==> config.mk <==
export PLATFORM = sky130hd
export DESIGN_NAME = ppu_frame_writer_flat
export DESIGN_NICKNAME = d
export VERILOG_FILES = /design/src/rtl/ppu_frame_writer_if.sv /design/src/rtl/ppu_frame_writer.sv /design/src/flat_wrapper.sv
export SDC_FILE = /design/constraint.sdc
export NUM_CORES = 1
export LEC_CHECK = 0
export CELL_PAD_IN_SITES_DETAIL_PLACEMENT = 0
export CELL_PAD_IN_SITES_GLOBAL_PLACEMENT = 1
export CORE_UTILIZATION = 55
export CTS_CLUSTER_SIZE = 40
export DETAILED_ROUTE_END_ITERATION = 6
export PLACE_DENSITY_LB_ADDON = 0.1
export SLEW_MARGIN = 20
export SYNTH_ARGS = -nofsm -noshare
export SYNTH_HDL_FRONTEND = slang
export SYNTH_SLANG_ARGS = --single-unit
export TNS_END_PERCENT = 30
==> constraint.sdc <==
create_clock -name clk -period 6.4 [get_ports clk]
set_input_delay 1.6 -clock clk [delete_from_list [all_inputs] [get_ports clk]]
set_output_delay 1.6 -clock clk [all_outputs]
set_load 0.01 [all_outputs]
==> src/rtl/ppu_frame_writer_if.sv <==
// Pixel-stream input and frame-buffer write bus of the PPU frame writer.
// The master modport is the frame writer; the slave modport is the PPU/memory side.
interface ppu_frame_writer_if;
  logic [1:0]  PX_OUT;
  logic        PX_valid;
  logic        FB_WR_REQ;
  logic [13:0] FB_WR_ADDR;
  logic [7:0]  FB_WR_DATA;
  logic        FB_WR_ACK;

  modport master (
    input  PX_OUT, PX_valid, FB_WR_ACK,
    output FB_WR_REQ, FB_WR_ADDR, FB_WR_DATA
  );

  modport slave (
    output PX_OUT, PX_valid, FB_WR_ACK,
    input  FB_WR_REQ, FB_WR_ADDR, FB_WR_DATA
  );
endinterface

==> src/rtl/ppu_frame_writer.sv <==
// PPU frame writer: packs 2-bit pixels 4/byte and streams them through a FIFO into a
// double-buffered 160x144 frame buffer. Define PALETTE_MAP_EN to map pixels through BGP.
module ppu_frame_writer #(
  parameter int unsigned FIFO_DEPTH = 8
) (
  input  logic               clk,
  input  logic               rst,
  ppu_frame_writer_if.master bus,
  input  logic [1:0]         PPU_MODE,
  input  logic [7:0]         LY,
  input  logic               LCD_EN,
  input  logic [7:0]         BGP,
  output logic               FB_RD_BANK,
  output logic               FRAME_DONE,
  output logic               FRAME_ERR,
  output logic               FIFO_OVF
);
  localparam int unsigned PTR_W = (FIFO_DEPTH > 1) ? $clog2(FIFO_DEPTH) : 1;
  localparam int unsigned CNT_W = PTR_W + 1;
  localparam int unsigned OFS_W = 13;
  localparam logic [7:0]  X_LAST = 8'd159;
  localparam logic [7:0]  Y_LAST = 8'd143;
  localparam logic [7:0]  Y_END  = 8'd144;
  localparam logic [1:0]  MODE_VBLANK = 2'd1;
  localparam logic [1:0]  MODE_SCAN   = 2'd2;

  typedef enum logic [1:0] {WAIT_FRAME, ACTIVE, DRAIN} state_t;

  typedef struct packed {
    logic [13:0] addr;
    logic [7:0]  data;
  } wr_entry_t;

  state_t           state_q, state_d;
  logic [7:0]       x_q, y_q;
  logic [7:0]       pack_q;
  logic             wr_bank_q;
  logic             push_q;
  wr_entry_t        push_entry_q;
  wr_entry_t        mem [FIFO_DEPTH];
  logic [PTR_W-1:0] wr_ptr_q, rd_ptr_q;
  logic [CNT_W-1:0] cnt_q;

  logic             accept_c, abort_c, clear_c, done_c;
  logic             full_c, push_ok_c, pop_c;
  logic [1:0]       px_c;
  logic [7:0]       byte_c;
  logic [OFS_W-1:0] offset_c;

`ifdef PALETTE_MAP_EN
  logic [2:0] pal_idx_c;
  assign pal_idx_c = {bus.PX_OUT, 1'b0};
  assign px_c      = BGP[pal_idx_c +: 2];
`else
  logic unused_bgp;
  assign unused_bgp = ^BGP;
  assign px_c       = bus.PX_OUT;
`endif

  // Byte offset = y*40 + x/4; y stays below 144 while pixels are accepted.
  assign offset_c = OFS_W'({y_q, 5'd0}) + OFS_W'({y_q, 3'd0}) + OFS_W'(x_q[7:2]);

  always_comb begin
    byte_c = pack_q;
    case (x_q[1:0])
      2'd0:    byte_c[7:6] = px_c;
      2'd1:    byte_c[5:4] = px_c;
      2'd2:    byte_c[3:2] = px_c;
      default: byte_c[1:0] = px_c;
    endcase
  end

  // FSM state register
  always_ff @(posedge clk or negedge rst) begin
    if (!rst) state_q <= WAIT_FRAME;
    else      state_q <= state_d;
  end

  // FSM next state
  always_comb begin
    state_d = state_q;
    if (!LCD_EN) begin
      state_d = WAIT_FRAME;
    end else begin
      case (state_q)
        WAIT_FRAME: if (LY == 8'd0 && PPU_MODE == MODE_SCAN) state_d = ACTIVE;
        ACTIVE: begin
          if (abort_c)                                        state_d = WAIT_FRAME;
          else if (accept_c && x_q == X_LAST && y_q == Y_LAST) state_d = DRAIN;
        end
        DRAIN:   if (done_c) state_d = WAIT_FRAME;
        default: state_d = WAIT_FRAME;
      endcase
    end
  end

  // FSM outputs: per-cycle control strobes
  always_comb begin
    accept_c = 1'b0;
    abort_c  = 1'b0;
    clear_c  = 1'b0;
    done_c   = 1'b0;
    if (!LCD_EN) begin
      clear_c = 1'b1;
    end else begin
      case (state_q)
        ACTIVE: begin
          if (PPU_MODE == MODE_VBLANK && y_q != Y_END) begin
            abort_c = 1'b1;
            clear_c = 1'b1;
          end else if (bus.PX_valid && y_q != Y_END) begin
            accept_c = 1'b1;
          end
        end
        DRAIN:   done_c = (cnt_q == '0) && !bus.FB_WR_REQ && !push_q;
        default: ;
      endcase
    end
  end

  // Pixel counters, packer and completed-byte staging
  always_ff @(posedge clk or negedge rst) begin
    if (!rst) begin
      x_q          <= '0;
      y_q          <= '0;
      pack_q       <= '0;
      push_q       <= 1'b0;
      push_entry_q <= '0;
    end else begin
      if (clear_c || done_c) begin
        x_q    <= '0;
        y_q    <= '0;
        pack_q <= '0;
      end else if (accept_c) begin
        pack_q <= byte_c;
        if (x_q == X_LAST) begin
          x_q <= '0;
          y_q <= y_q + 8'd1;
        end else begin
          x_q <= x_q + 8'd1;
        end
      end
      push_q <= accept_c && (x_q[1:0] == 2'd3);
      if (accept_c && x_q[1:0] == 2'd3) begin
        push_entry_q.addr <= {wr_bank_q, offset_c};
        push_entry_q.data <= byte_c;
      end
    end
  end

  // Bank swap and frame status pulses
  always_ff @(posedge clk or negedge rst) begin
    if (!rst) begin
      wr_bank_q  <= 1'b0;
      FB_RD_BANK <= 1'b1;
      FRAME_DONE <= 1'b0;
      FRAME_ERR  <= 1'b0;
    end else begin
      FRAME_DONE <= done_c;
      FRAME_ERR  <= abort_c;
      if (done_c) begin
        wr_bank_q  <= ~wr_bank_q;
        FB_RD_BANK <= wr_bank_q;
      end
    end
  end

  // Fullness uses the pre-pop count, so a push into a full FIFO is lost even on a pop cycle.
  assign full_c    = (cnt_q == CNT_W'(FIFO_DEPTH));
  assign push_ok_c = push_q && !full_c;
  assign pop_c     = bus.FB_WR_REQ && bus.FB_WR_ACK;

  always_ff @(posedge clk) begin
    if (push_ok_c) mem[wr_ptr_q] <= push_entry_q;
  end

  // FIFO pointers and the registered write port; the head leaves the FIFO only on transfer.
  always_ff @(posedge clk or negedge rst) begin
    if (!rst) begin
      wr_ptr_q       <= '0;
      rd_ptr_q       <= '0;
      cnt_q          <= '0;
      FIFO_OVF       <= 1'b0;
      bus.FB_WR_REQ  <= 1'b0;
      bus.FB_WR_ADDR <= '0;
      bus.FB_WR_DATA <= '0;
    end else begin
      if (push_ok_c) wr_ptr_q <= wr_ptr_q + PTR_W'(1);
      if (pop_c)     rd_ptr_q <= rd_ptr_q + PTR_W'(1);
      cnt_q <= cnt_q + CNT_W'(push_ok_c) - CNT_W'(pop_c);
      if (push_q && full_c) FIFO_OVF <= 1'b1;
      if (pop_c) begin
        bus.FB_WR_REQ <= 1'b0;
      end else if (!bus.FB_WR_REQ && cnt_q != '0) begin
        bus.FB_WR_REQ  <= 1'b1;
        bus.FB_WR_ADDR <= mem[rd_ptr_q].addr;
        bus.FB_WR_DATA <= mem[rd_ptr_q].data;
      end
    end
  end
endmodule

==> src/flat_wrapper.sv <==
// flat-port wrapper written by rule: the top's interface ports become plain ports
module ppu_frame_writer_flat 
#(
  parameter int unsigned FIFO_DEPTH = 8
)
  (clk, rst, PPU_MODE, LY, LCD_EN, BGP, FB_RD_BANK, FRAME_DONE, FRAME_ERR, FIFO_OVF, bus_PX_OUT, bus_PX_valid, bus_FB_WR_ACK, bus_FB_WR_REQ, bus_FB_WR_ADDR, bus_FB_WR_DATA);
  ppu_frame_writer_if bus_i ();
  input  logic clk;
  input  logic rst;
  input  logic [1:0] PPU_MODE;
  input  logic [7:0] LY;
  input  logic LCD_EN;
  input  logic [7:0] BGP;
  output logic FB_RD_BANK;
  output logic FRAME_DONE;
  output logic FRAME_ERR;
  output logic FIFO_OVF;
  input wire logic [$bits(bus_i.PX_OUT)-1:0] bus_PX_OUT;
  input wire logic [$bits(bus_i.PX_valid)-1:0] bus_PX_valid;
  input wire logic [$bits(bus_i.FB_WR_ACK)-1:0] bus_FB_WR_ACK;
  output wire logic [$bits(bus_i.FB_WR_REQ)-1:0] bus_FB_WR_REQ;
  output wire logic [$bits(bus_i.FB_WR_ADDR)-1:0] bus_FB_WR_ADDR;
  output wire logic [$bits(bus_i.FB_WR_DATA)-1:0] bus_FB_WR_DATA;
  assign bus_i.PX_OUT = bus_PX_OUT;
  assign bus_i.PX_valid = bus_PX_valid;
  assign bus_i.FB_WR_ACK = bus_FB_WR_ACK;
  assign bus_FB_WR_REQ = bus_i.FB_WR_REQ;
  assign bus_FB_WR_ADDR = bus_i.FB_WR_ADDR;
  assign bus_FB_WR_DATA = bus_i.FB_WR_DATA;
  ppu_frame_writer #(.FIFO_DEPTH(FIFO_DEPTH)) u_core (.clk(clk), .rst(rst), .bus(bus_i), .PPU_MODE(PPU_MODE), .LY(LY), .LCD_EN(LCD_EN), .BGP(BGP), .FB_RD_BANK(FB_RD_BANK), .FRAME_DONE(FRAME_DONE), .FRAME_ERR(FRAME_ERR), .FIFO_OVF(FIFO_OVF));
endmodule
==> summary.txt, run 1 <==
Outcome: completed
Netlist cell types: 54
Number of setup buffers added after CTS: 0
Num rows: 51
Least-Margin Pin Slew: 0.966 ns
Fraction of registers with async set/reset: 33.1%
Setup TNS Final: 0 ns
Slowest CP cell: a2111oi_4
Crit end category: flop
GRT Util Overall: 21.6%
Peak supply drop: 226 uV
Place WS: 2.27 ns
Critical Path RT: 6.80 ns
Peak Freq: 0.280 GHz
Vias post-DR: 5771
H-tree levels: 1
Clk pin slew, worst setup/hold paths: 0.06 ns
First DRT Iteration DRCs: 343
Initial Util: 56.1%
Final Total Pwr: 4.28 mW
Crit Path Class: input port to flop
Placer Congestion: 0.818
Layout Cells excl Fill: 1001
Finished Cell Area: 0.0126 sq mm
Sw Ratio: 25.1%
Placed cell area: 0.0117 sq mm
Final Hold Vio Count: 0
Syn_area_per_cell: 16.4 sq um
Final ANT Viol Nets: 0
Reg power frac: 46.1%
FF+latch count, synth: 263
Clock sinks: 263
Critical Path Source Type: input port
Cells after synthesis: 662
Commonest non-fill, non-tap cell in the layout: edfxtp_1
Synth Net Count: 720
CTS Root Cell: clkbuf_16
Max cap viols: 0
Final worst-path cycle share: 55.8%
Max transition margin: 35.5%
Hold Buf Count CTS: 0
Initial antenna violation count: 0
Number of global-route vias before repair: 5928
Ys Warns: 0
Int Power: 3.21 mW
Pwr per Cell Area: 341 mW/mm^2
Setup Viol. Count Final: 0
DR pass1 iterations: 4
Final Slew Violations: 0
# fillers: 1371
Delay-heaviest family, CP: buffers and inverters
Clock Path Buffers: 3
Number of synthesized flops with an enable pin: 176
Cells resized by post-CTS repair: 0
Share of power burned in combinational logic: 18.1%
Total CTS buffers: 26
Dpl hpwl: 12000 um
Buf/Inv on CP: 2
Final WS setup: 2.83 ns
Post-DR vias/cell: 5.77
Worst hold path type: flop to flop
Fraction of layout cells with a size suffix above 1: 16.6%
Post-layout util: 64.7%
First-pass GRT wire length: 32700 um
Global route overflow: 0
RSZ-0062 raised after global routing: false
Top post-synthesis cells by area: edfxtp_1, dfrtp_1, mux4_2, ha_1, mux2i_1
Area Growth Syn to Fin: 15.3%
Net switching power: 1.07 mW
Insertion delay to the later sink of the worst-skew pair: 0.52 ns
Final #Nets: 774
Fin Clk Skew: 0.00772 ns
Clk pwr share: 35.8%
Routed length per instance: 20.6 um
Placed Cells: 952
N_diodes: 0
Die X: 143 um
Die area: 0.0204 sq mm
Drt total wl: 20600 um
Ports: 52
Crit Path Max Fanout: 37
Critical Path Max Stage Delay: 0.79 ns
Mapped Area: 0.0109 sq mm
Core ar.: 0.0194 sq mm
Highest-count cells in the layout ignoring fill and taps: edfxtp_1, dfrtp_1, nor2_1, mux4_2, clkdlybuf4s50_1
Main flop type after synthesis: edfxtp_1
Synth top area share: 48.6%
Largest net degree at the start of global routing: 68
PortBufs: 43
Critical Path AT: 3.98 ns
Hold Worst Slack: 0.486 ns
Largest area contributor in the netlist: edfxtp_1
CTS tree: built
Critical-path cell list: clkdlybuf4s50_1, nand3b_1, a2111oi_4, nand2_1, buf_4, mux2_2
Static leakage: 4.65 nW
DR DRC count: 0
Die Ht: 143 um
Final worst path period need: 3.57 ns
Register area share after synthesis: 68.6%
-- registers in the layout (all words and copies together), names as in the netlist --
signal / cells
u_core.bus.FB_WR_ADDR: 14
u_core.state_q: 2
u_core.FRAME_ERR: 1
u_core.cnt_q: 4
u_core.push_entry_q: 22
u_core.FRAME_DONE: 1
u_core.wr_ptr_q: 3
u_core.bus.FB_WR_REQ: 1
u_core.mem: 176
u_core.bus.FB_WR_DATA: 8
u_core.x_q: 8
u_core.rd_ptr_q: 3
u_core.pack_q: 8
u_core.wr_bank_q: 1
u_core.FB_RD_BANK: 1
u_core.FIFO_OVF: 1
u_core.y_q: 8
u_core.push_q: 1
-- cells by family (layout without fill, tap and decap cells) --
family	count (synthesis)	in the layout	share of synthesized area (%)
muxes	84	84	12.9
buffers and inverters	44	118	1.63
and+or+nand+nor	127	127	5.75
AOI/OAI and AO/OA	86	86	5.13
xor gates and xnor gates	25	25	2.01
adders and majority gates	33	33	4.00
DFF	263	263	68.6
-- metal layers --
| metal | track usage (%) | wire, um | vias up |
|---|---|---|---|
| li1 | - | - | 2643 |
| met1 | 29.4 | 9170 | 2981 |
| met2 | 36.3 | 10100 | 113 |
| met3 | 3.09 | 862 | 34 |
| met4 | 6.79 | 499 | 0 |
| met5 | 0 | 0 | - |
-- worst register-to-register path, delay by kind of cell (launching register included) --
kind | cells | cell delay (ns)
fa+ha+maj | 1 | 0.23
simple gates | 2 | 0.43
flops | 1 | 0.49
compound gates | 1 | 0.83
buf+inv | 2 | 0.45
mux | 1 | 0.33
-- final timing paths --
kind | endpoint | cells past startpoint | slack, ns | startpoint
hold reg to reg | u_core.wr_bank_q | 1 | 0.49 | u_core.wr_bank_q
max in group asynchronous | u_core.rd_ptr_q[0] | 2 | 4.34 | rst
min in group asynchronous | u_core.bus.FB_WR_ADDR[6] | 1 | 1.19 | rst
setup reg to reg | u_core.push_entry_q[11] | 7 | 3.53 | u_core.y_q[0]
hold / removal | u_core.wr_bank_q | 1 | 0.49 | u_core.wr_bank_q
setup / recovery | u_core.push_entry_q[11] | 6 | 2.83 | LCD_EN
-- cells in the mapped netlist, drive strengths merged (2+ instances only) --
master	instances
o21bai	6
nor2b	3
dfrtp	86
fa	3
nand2b	3
nor3	10
xnor2	11
and2	3
clkbuf	11
a211oi	2
buf	13
or2	2
ha	30
xor2	14
inv	20
o21ai	24
o31ai	3
nand2	25
nor4	2
nand3	8
edfxtp	176
a31oi	2
a21o	3
and3	6
mux2	10
mux4	44
nor2	50
nor3b	2
a21oi	30
nand4	4
a22o	8
nor4b	2
mux2i	30
-- layout make-up --
cell class	count	area (sq um)	share of cell area, %
Multi-Input combinational cell	355	3310	26.4
Clock buffer	33	718	5.72
Inverter	20	75.1	0.598
Timing Repair Buffer	50	500	3.99
Sequential cell	263	7470	59.5
Tap cell	265	332	2.64
Clock inverter	15	154	1.23
-- power by group through the flow --
stage	logic, mW	registers, mW	clock network, mW
global placement	0.765	2.01	0
global route	0.846	1.98	1.62
CTS	0.788	1.98	1.56
detailed placement	0.782	2.01	0
floorplan	0.529	1.99	0
finish	0.776	1.97	1.53
(Power assumes the default switching activity.)
==> run 2, diff against run 1 <==
--- a/config.mk
+++ b/config.mk
@@ -7,7 +7,7 @@
 export LEC_CHECK = 0
 export CELL_PAD_IN_SITES_DETAIL_PLACEMENT = 0
 export CELL_PAD_IN_SITES_GLOBAL_PLACEMENT = 1
-export CORE_UTILIZATION = 55
+export CORE_UTILIZATION = 46
 export CTS_CLUSTER_SIZE = 40
 export DETAILED_ROUTE_END_ITERATION = 6
 export PLACE_DENSITY_LB_ADDON = 0.1
==> constraint.sdc (replaced) <==
create_clock -name clk -period 3.1 [get_ports clk]
set_input_delay 0.775 -clock clk [delete_from_list [all_inputs] [get_ports clk]]
set_output_delay 0.775 -clock clk [all_outputs]
set_load 0.01 [all_outputs]
==> summary.txt, run 2 (synthesis results as in run 1) <==
Pwr per Cell Area: 688 mW/mm^2
GRT Util Overall: 18.1%
RSZ-0062 raised after global routing: false
Initial antenna violation count: 0
Final #Nets: 794
Largest registers: u_core.mem x176, u_core.push_entry_q x22, u_core.bus.FB_WR_ADDR x14
Net switching power: 2.20 mW
Number of setup buffers added after CTS: 0
Hold Buf Count CTS: 0
Int Power: 6.54 mW
Peak supply drop: 278 uV
CTS Root Cell: clkbuf_16
Static leakage: 4.71 nW
Clk pin slew, worst setup/hold paths: 0.06 ns
Max cap viols: 0
Fin Clk Skew: 0.00887 ns
Total CTS buffers: 27
Reg with most FFs: u_core.mem
Area Growth Syn to Fin: 16.6%
Dpl hpwl: 13100 um
CTS tree: built
Insertion delay to the later sink of the worst-skew pair: 0.51 ns
Cells resized by post-CTS repair: 0
Core ar.: 0.0229 sq mm
Highest-count cells in the layout ignoring fill and taps: edfxtp_1, dfrtp_1, nor2_1, mux4_2, clkdlybuf4s50_1
Clock Path Buffers: 3
Clock sinks: 263
Reg area: 0.00747 sq mm
Final worst path period need: 2.67 ns
Num rows: 55
Reg power frac: 47.6%
Commonest non-fill, non-tap cell in the layout: edfxtp_1
Placer Congestion: 0.767
Number of global-route vias before repair: 6047
Fraction of layout cells with a size suffix above 1: 18.0%
Share of power burned in combinational logic: 17.8%
Post-layout util: 55.4%
Largest net degree at the start of global routing: 48
Final Slew Violations: 0
Setup Viol. Count Final: 0
Routed wl met2: 10100 um
Critical Path Source Type: flop
Die Ht: 156 um
Worst hold path type: input port to asynchronous set/reset pin
Crit Path Class: flop to flop
Die X: 156 um
Final ANT Viol Nets: 0
Routed length per instance: 19.6 um
Final worst-path cycle share: 86.1%
Vias post-DR: 5739
DR DRC count: 0
Peak Freq: 0.375 GHz
Post-DR vias/cell: 5.37
Least-Margin Pin Slew: 0.931 ns
First-pass GRT wire length: 33200 um
Die area: 0.0243 sq mm
Highest metal used: met4
# fillers: 1831
Ports: 52
Outcome: completed
Initial Util: 47.5%
Setup TNS Final: 0 ns
Crit Path Max Fanout: 7
Crit end category: flop
Drt total wl: 21000 um
Sw Ratio: 25.2%
Global route overflow: 0
WL met3: 711 um
Final Hold Vio Count: 0
Critical Path AT: 3.06 ns
Max FFs per register: 176
Area occupied by multi-input gates: 0.00328 sq mm
Critical Path RT: 3.49 ns
First DRT Iteration DRCs: 246
PortBufs: 43
DR pass1 iterations: 4
N_diodes: 0
Max transition margin: 37.1%
Clk pwr share: 34.6%
H-tree levels: 1
Met1 Routed Length: 9650 um
-- run 2: path summary, 6_finish.rpt --
| path | from | slack (ns) | cells after the start | endpoint |
|---|---|---|---|---|
| max in group asynchronous | rst | 2.05 | 2 | u_core.FB_RD_BANK |
| min in group clk | u_core.FIFO_OVF | 0.49 | 1 | u_core.FIFO_OVF |
| worst min register to register | u_core.FIFO_OVF | 0.49 | 1 | u_core.FIFO_OVF |
| worst max register to register | u_core.y_q[2] | 0.43 | 9 | u_core.push_entry_q[20] |
| worst min-delay path | rst | 0.29 | 1 | u_core.bus.FB_WR_ADDR[2] |
| worst max-delay path | u_core.y_q[2] | 0.43 | 9 | u_core.push_entry_q[20] |
-- run 2: layout make-up --
type	instances	share of cell area, %
flip-flops and latches	263	58.8
well taps	313	3.08
clock inverters	12	0.897
clock buffers	36	5.59
multi-input cells	355	25.8
inverters	20	0.591
repair buffers	69	5.20
-- run 2: through the flow --
stage	hold WS (ns)	power (mW)	instances	setup slack, ns	cell area, sq um
floorplan	0.454	5.19	662	0.0626	10900
global placement	0.473	5.81	1020	0.251	11900
detailed placement	0.468	5.84	1020	0.202	11900
CTS	0.319	8.86	1068	0.410	12700
global route	0.330	9.14	1068	0.224	12700
finish	0.286	8.74	1068	0.431	12700
-- run 2: metal layers --
metal,GRT usage [%],up-vias
met1,24.6,2930
met4,5.60,0
met5,0,-
met3,2.64,31
li1,-,2679
met2,30.4,99
-- run 2: worst max-delay path, stage by stage (launching register included) --
cell	delay, ns
dfrtp_1	0.47
inv_1	0.12
fa_1	0.52
inv_1	0.07
fa_1	0.48
a211oi_1	0.28
o21ai_0	0.14
a31oi_1	0.22
xor2_1	0.16
o21ai_0	0.08
-- run 2: power by group through the flow --
stage          sequential, mW  combinational (mW)  clock, mW
2_1_floorplan            4.10                1.09          0
3_3_place_gp             4.24                1.57          0
3_5_place_dp             4.25                1.59          0
4_1_cts                  4.17                1.59       3.10
5_1_grt                  4.19                1.72       3.23
6_report                 4.16                1.56       3.02
==> RTL edit 1: new RTL, settings of run 2 <==
Register the output `FRAME_ERR` once more, without a reset; this adds one clock of latency there. The other outputs are not delayed to match.
--- a/src/rtl/ppu_frame_writer.sv
+++ b/src/rtl/ppu_frame_writer.sv
@@ -31,6 +31,8 @@
     logic [7:0]  data;
   } wr_entry_t;
 
+  logic FRAME_ERR_s0;
+
   state_t           state_q, state_d;
   logic [7:0]       x_q, y_q;
   logic [7:0]       pack_q;
@@ -154,10 +156,10 @@
       wr_bank_q  <= 1'b0;
       FB_RD_BANK <= 1'b1;
       FRAME_DONE <= 1'b0;
-      FRAME_ERR  <= 1'b0;
+      FRAME_ERR_s0 <= 1'b0;
     end else begin
       FRAME_DONE <= done_c;
-      FRAME_ERR  <= abort_c;
+      FRAME_ERR_s0 <= abort_c;
       if (done_c) begin
         wr_bank_q  <= ~wr_bank_q;
         FB_RD_BANK <= wr_bank_q;
@@ -198,5 +200,9 @@
       end
     end
   end
+  always_ff @(posedge clk) begin
+    FRAME_ERR <= FRAME_ERR_s0;
+  end
+
 endmodule
 
Formal check against the unedited RTL: not equivalent (Yosys sat finds a counterexample within 4 cycles, from zero or initial values and one cycle with rst low).
==> RTL edit 1 against run 2 <==
Power decreased by 0.21%; count of clock-buffer cells in the layout decreased by 1; utilization about the same; clock skew increased by 0.0041 ns; cell area about the same; largest cell class unchanged; critical path type unchanged; sequential cell count increased by 1; synthesized area increased by 0.18%; cell count decreased by 0.19%; worst setup slack got worse by 0.030 ns; sequential share of layout area increased by 0.20 points; routed wire length decreased by 0.75%.
==> RTL edit 1: results (changes against run 2) <==
post-detailed-route via-to-cell ratio -> 5.35 (was 5.37)
count of port buffers added during placement -> 43 (unchanged)
number of nets in the synthesized netlist -> 721 (was 720)
cell family contributing the most delay on the critical path -> adder cells (unchanged)
setup slack of the worst register-to-register path -> 0.40 ns (was 0.43 ns)
setup bufs post-CTS -> 0 (unchanged)
leakage -> 0.00470 uW (was 0.00471 uW)
Tightest Pin Transition -> 0.866 ns (was 0.931 ns)
routed length on met3 -> 835 microns (was 711 microns)
fraction of final layout cells with drive strength greater than 1 -> 17.3% (was 18.0%)
wire length of the first global-routing pass -> 33.7 mm (was 33.2 mm)
DRC marker count from the first detailed-route iteration -> 401 (was 246)
library cells used by synthesis -> 55 (was 54)
final standard cell utilization of the core -> 55.4% (about the same)
GR Util All Layers -> 18.4% (was 18.1%)
wire length on met1 -> 9.41 mm (was 9.65 mm)
average detailed-routed wire length per instance -> 19.5 microns (was 19.6 microns)
ranking of synthesized cells by area -> sky130_fd_sc_hd__edfxtp_1 (48%), sky130_fd_sc_hd__dfrtp_1 (20%), sky130_fd_sc_hd__mux4_2 (9.1%) (was sky130_fd_sc_hd__edfxtp_1 (49%), sky130_fd_sc_hd__dfrtp_1 (20%), sky130_fd_sc_hd__mux4_2 (9.1%))
share of synthesized area occupied by flip-flops and latches -> 68.6% (about the same)
slowest stage delay, CP -> 0.52 ns (about the same)
status -> complete, no violations (unchanged)
met2 routed wirelength -> 10.1 mm (about the same)
top cells by instance count after synthesis -> sky130_fd_sc_hd__edfxtp_1 (176), sky130_fd_sc_hd__dfrtp_1 (86), sky130_fd_sc_hd__nor2_1 (50), sky130_fd_sc_hd__mux4_2 (44) (unchanged)
clock root buffer master -> sky130_fd_sc_hd__clkbuf_16 (unchanged)
power per cell area -> 687 nW/um^2 (was 688 nW/um^2)
clock buffers created by TritonCTS -> 27 (unchanged)
worst hold path type -> in2async (unchanged)
cell area after placement -> 11900 sq um (about the same)
detailed placement HPWL -> 12.7 mm (was 13.1 mm)
critical path arrival -> 3.08 ns (was 3.06 ns)
worst hold margin -> 0.306 ns (was 0.286 ns)
post-CTS resize count -> 0 (unchanged)
end point of the critical path -> u_core.push_entry_q[18]$_DFFE_PN0P_ (was u_core.push_entry_q[20]$_DFFE_PN0P_)
fraction of registers with async set or reset after synthesis -> 33.0% (was 33.1%)
maximum number of pins on one net before global-route repair -> 47 (was 48)
Setup Skew -> 0.0130 ns (was 0.00887 ns)
number of global-route vias before repair -> 6068 (was 6047)
number of nets in the final layout -> 790 (was 794)
fill cell count -> 1819 (was 1831)
IR drop worst, VDD -> 0.439 mV (was 0.278 mV)
Sw Ratio -> 25.1% (was 25.2%)
global placer's final weighted congestion -> 0.837 (was 0.767)
RTL edit 1: cell count changes in the layout (fill, tap and decap cells not counted), sizes merged:
cell and delta:
buf -5, clkbuf -1, clkinv +4, clkinvlp -2, dfxtp +1, inv +1
RTL edit 1: worst min path at each step:
stage / endpoint / cells past startpoint / startpoint
4_1_cts: u_core.bus.FB_WR_ADDR[3]$_DFFE_PN0P_ / 1 / rst
3_5_place_dp: u_core.FRAME_ERR$_DFF_P_ / 0 / u_core.FRAME_ERR_s0$_DFF_PN0_
5_1_grt: u_core.bus.FB_WR_ADDR[3]$_DFFE_PN0P_ / 1 / rst
2_1_floorplan: u_core.FRAME_ERR$_DFF_P_ / 0 / u_core.FRAME_ERR_s0$_DFF_PN0_
3_3_place_gp: u_core.FRAME_ERR$_DFF_P_ / 0 / u_core.FRAME_ERR_s0$_DFF_PN0_
6_report: u_core.bus.FB_WR_ADDR[3]$_DFFE_PN0P_ / 1 / rst
RTL edit 1: cell families (layout without fill, tap and decap cells):
group / Yosys count / in the layout / share of synthesized area, %
AND/OR/NAND/NOR: 127 / 127 / 5.74
adder cells (fa/ha/maj): 33 / 33 / 3.99
XOR/XNOR: 25 / 25 / 2.01
AO/OA/AOI/OAI: 86 / 86 / 5.12
multiplexers: 84 / 84 / 12.9
flip-flops: 264 / 264 / 68.6
buffers and inverters: 44 / 134 / 1.63
RTL edit 1: final cells by class:
| class | instances | share of cell area (%) |
|---|---|---|
| sequential | 264 | 59.0 |
| tap | 313 | 3.09 |
| clock inverter | 15 | 0.996 |
| multi-input combinational | 355 | 25.8 |
| clock buffer | 35 | 5.56 |
| timing repair buffer | 64 | 4.91 |
| inverter | 20 | 0.592 |
RTL edit 1: routing by layer:
metal  GRT usage, %  vias up
met2           30.5      118
met4           4.95        0
met1           25.5     2866
met5              0        -
met3           2.56       32
li1               -     2684
RTL edit 1: worst reg2reg max path, cell delays in order, from the launching register on:
cell and delay [ns]:
sky130_fd_sc_hd__dfrtp_1 0.47, sky130_fd_sc_hd__inv_1 0.13, sky130_fd_sc_hd__fa_1 0.52, sky130_fd_sc_hd__inv_1 0.07, sky130_fd_sc_hd__fa_1 0.48, sky130_fd_sc_hd__a211oi_1 0.32
sky130_fd_sc_hd__o21bai_1 0.12, sky130_fd_sc_hd__a21oi_1 0.20, sky130_fd_sc_hd__xor2_1 0.17, sky130_fd_sc_hd__o21ai_0 0.10
RTL edit 1: metrics by stage:
| stage | instances | worst slack (ns) |
|---|---|---|
| finish | 1066 | 0.401 |
| global route | 1066 | 0.150 |
| CTS | 1066 | 0.374 |
| detailed placement | 1016 | 0.211 |
| global placement | 1016 | 0.248 |
| floorplan | 663 | 0.0626 |
==> RTL edit 2: new RTL, settings of run 2 <==
Without the edit above. `FIFO_DEPTH` is set to 8 in 2 places; all go to 4.
--- a/src/rtl/ppu_frame_writer.sv
+++ b/src/rtl/ppu_frame_writer.sv
@@ -1,7 +1,7 @@
 // PPU frame writer: packs 2-bit pixels 4/byte and streams them through a FIFO into a
 // double-buffered 160x144 frame buffer. Define PALETTE_MAP_EN to map pixels through BGP.
 module ppu_frame_writer #(
-  parameter int unsigned FIFO_DEPTH = 8
+  parameter int unsigned FIFO_DEPTH = 4
 ) (
   input  logic               clk,
   input  logic               rst,
--- a/src/flat_wrapper.sv
+++ b/src/flat_wrapper.sv
@@ -1,7 +1,7 @@
 // flat-port wrapper written by rule: the top's interface ports become plain ports
 module ppu_frame_writer_flat 
 #(
-  parameter int unsigned FIFO_DEPTH = 8
+  parameter int unsigned FIFO_DEPTH = 4
 )
   (clk, rst, PPU_MODE, LY, LCD_EN, BGP, FB_RD_BANK, FRAME_DONE, FRAME_ERR, FIFO_OVF, bus_PX_OUT, bus_PX_valid, bus_FB_WR_ACK, bus_FB_WR_REQ, bus_FB_WR_ADDR, bus_FB_WR_DATA);
   ppu_frame_writer_if bus_i ();
Function: no difference found for any inputs over 10 cycles, from zero or initial values and one cycle with rst low; that may be too few to reach the edited logic, so the function may still have changed.
==> RTL edit 2 against run 2 <==
Sequential cell count decreased by 91; cell area decreased by 32%; routed wire length is 40% lower; worst setup slack got worse by 0.034 ns; count of clock-buffer cells in the layout down 16; synthesized area is 32% lower; power down 35%.
==> RTL edit 2: results (changes against run 2) <==
met2 routed wirelength -> 6.07 mm (was 10.1 mm)
GR Util All Layers -> 17.4% (was 18.1%)
placed instance count -> 755 (was 1020)
detailed placement HPWL -> 8.37 mm (was 13.1 mm)
routed length on met3 -> 400 microns (was 711 microns)
GR Layer Usage met1 -> 23.0% (was 24.6%)
number of cells produced by synthesis -> 506 (was 662)
number of global-route vias before repair -> 4216 (was 6047)
register area -> 4750 sq um (was 7470 sq um)
leakage -> 0.00324 uW (was 0.00471 uW)
fraction of final layout cells with drive strength greater than 1 -> 17.4% (was 18.0%)
top cells by instance count after synthesis -> sky130_fd_sc_hd__edfxtp_1 (88), sky130_fd_sc_hd__dfrtp_1 (83), sky130_fd_sc_hd__nand2_1 (57), sky130_fd_sc_hd__ha_1 (28), sky130_fd_sc_hd__mux2_2 (23) (was sky130_fd_sc_hd__edfxtp_1 (176), sky130_fd_sc_hd__dfrtp_1 (86), sky130_fd_sc_hd__nor2_1 (50), sky130_fd_sc_hd__mux4_2 (44))
H-tree levels -> 4 (was 1)
Critical Path Start -> u_core.y_q[0]$_DFFE_PN0P_ (was u_core.y_q[2]$_DFFE_PN0P_)
status -> complete, no violations (unchanged)
post-detailed-route via-to-cell ratio -> 5.21 (was 5.37)
source of the worst register-to-register timing path -> u_core.y_q[0]$_DFFE_PN0P_ (was u_core.y_q[2]$_DFFE_PN0P_)
worst hold margin -> 0.428 ns (was 0.286 ns)
number of nets in the final layout -> 619 (was 794)
wire length on met1 -> 5.99 mm (was 9.65 mm)
total wire length -> 12.7 mm (was 21.0 mm)
fraction of registers with async set or reset after synthesis -> 48.8% (was 33.1%)
library cells used by synthesis -> 53 (was 54)
share of synthesized area occupied by flip-flops and latches -> 64.3% (was 68.6%)
Pre-Repair DR Iteration Count -> 5 (was 4)
DRC marker count from the first detailed-route iteration -> 313 (was 246)
met3 Use GR -> 3.66% (was 2.64%)
CTS Buffer Depth -> 2 (was 3)
number of nets in the synthesized netlist -> 562 (was 720)
[RTL edit 2: layout make-up]
type	instances	share of cell area (%)
flip-flops and latches	172	55.1
multi-input cells	302	28.8
repair buffers	58	6.28
clock buffers	20	5.19
well taps	211	3.07
clock inverters	12	1.03
inverters	12	0.523
[RTL edit 2: kinds of logic (layout without fill, tap and decap cells)]
group | Yosys count | after routing | synth area share (%)
buffers and inverters | 32 | 102 | 2.15
AO/OA/AOI/OAI | 59 | 59 | 4.88
AND/OR/NAND/NOR | 137 | 137 | 9.20
adder cells (fa/ha/maj) | 31 | 31 | 5.56
multiplexers | 53 | 53 | 11.3
flip-flops | 172 | 172 | 64.3
XOR/XNOR | 22 | 22 | 2.61
[RTL edit 2: where the power goes]
group	switching (uW)	internal [uW]	total, uW	leakage [uW]
Sequential	97.7	2550	2650	0.00179
Clock	854	1050	1910	0.000267
Combinational	462	672	1130	0.00118
Total	1410	4270	5690	0.00324
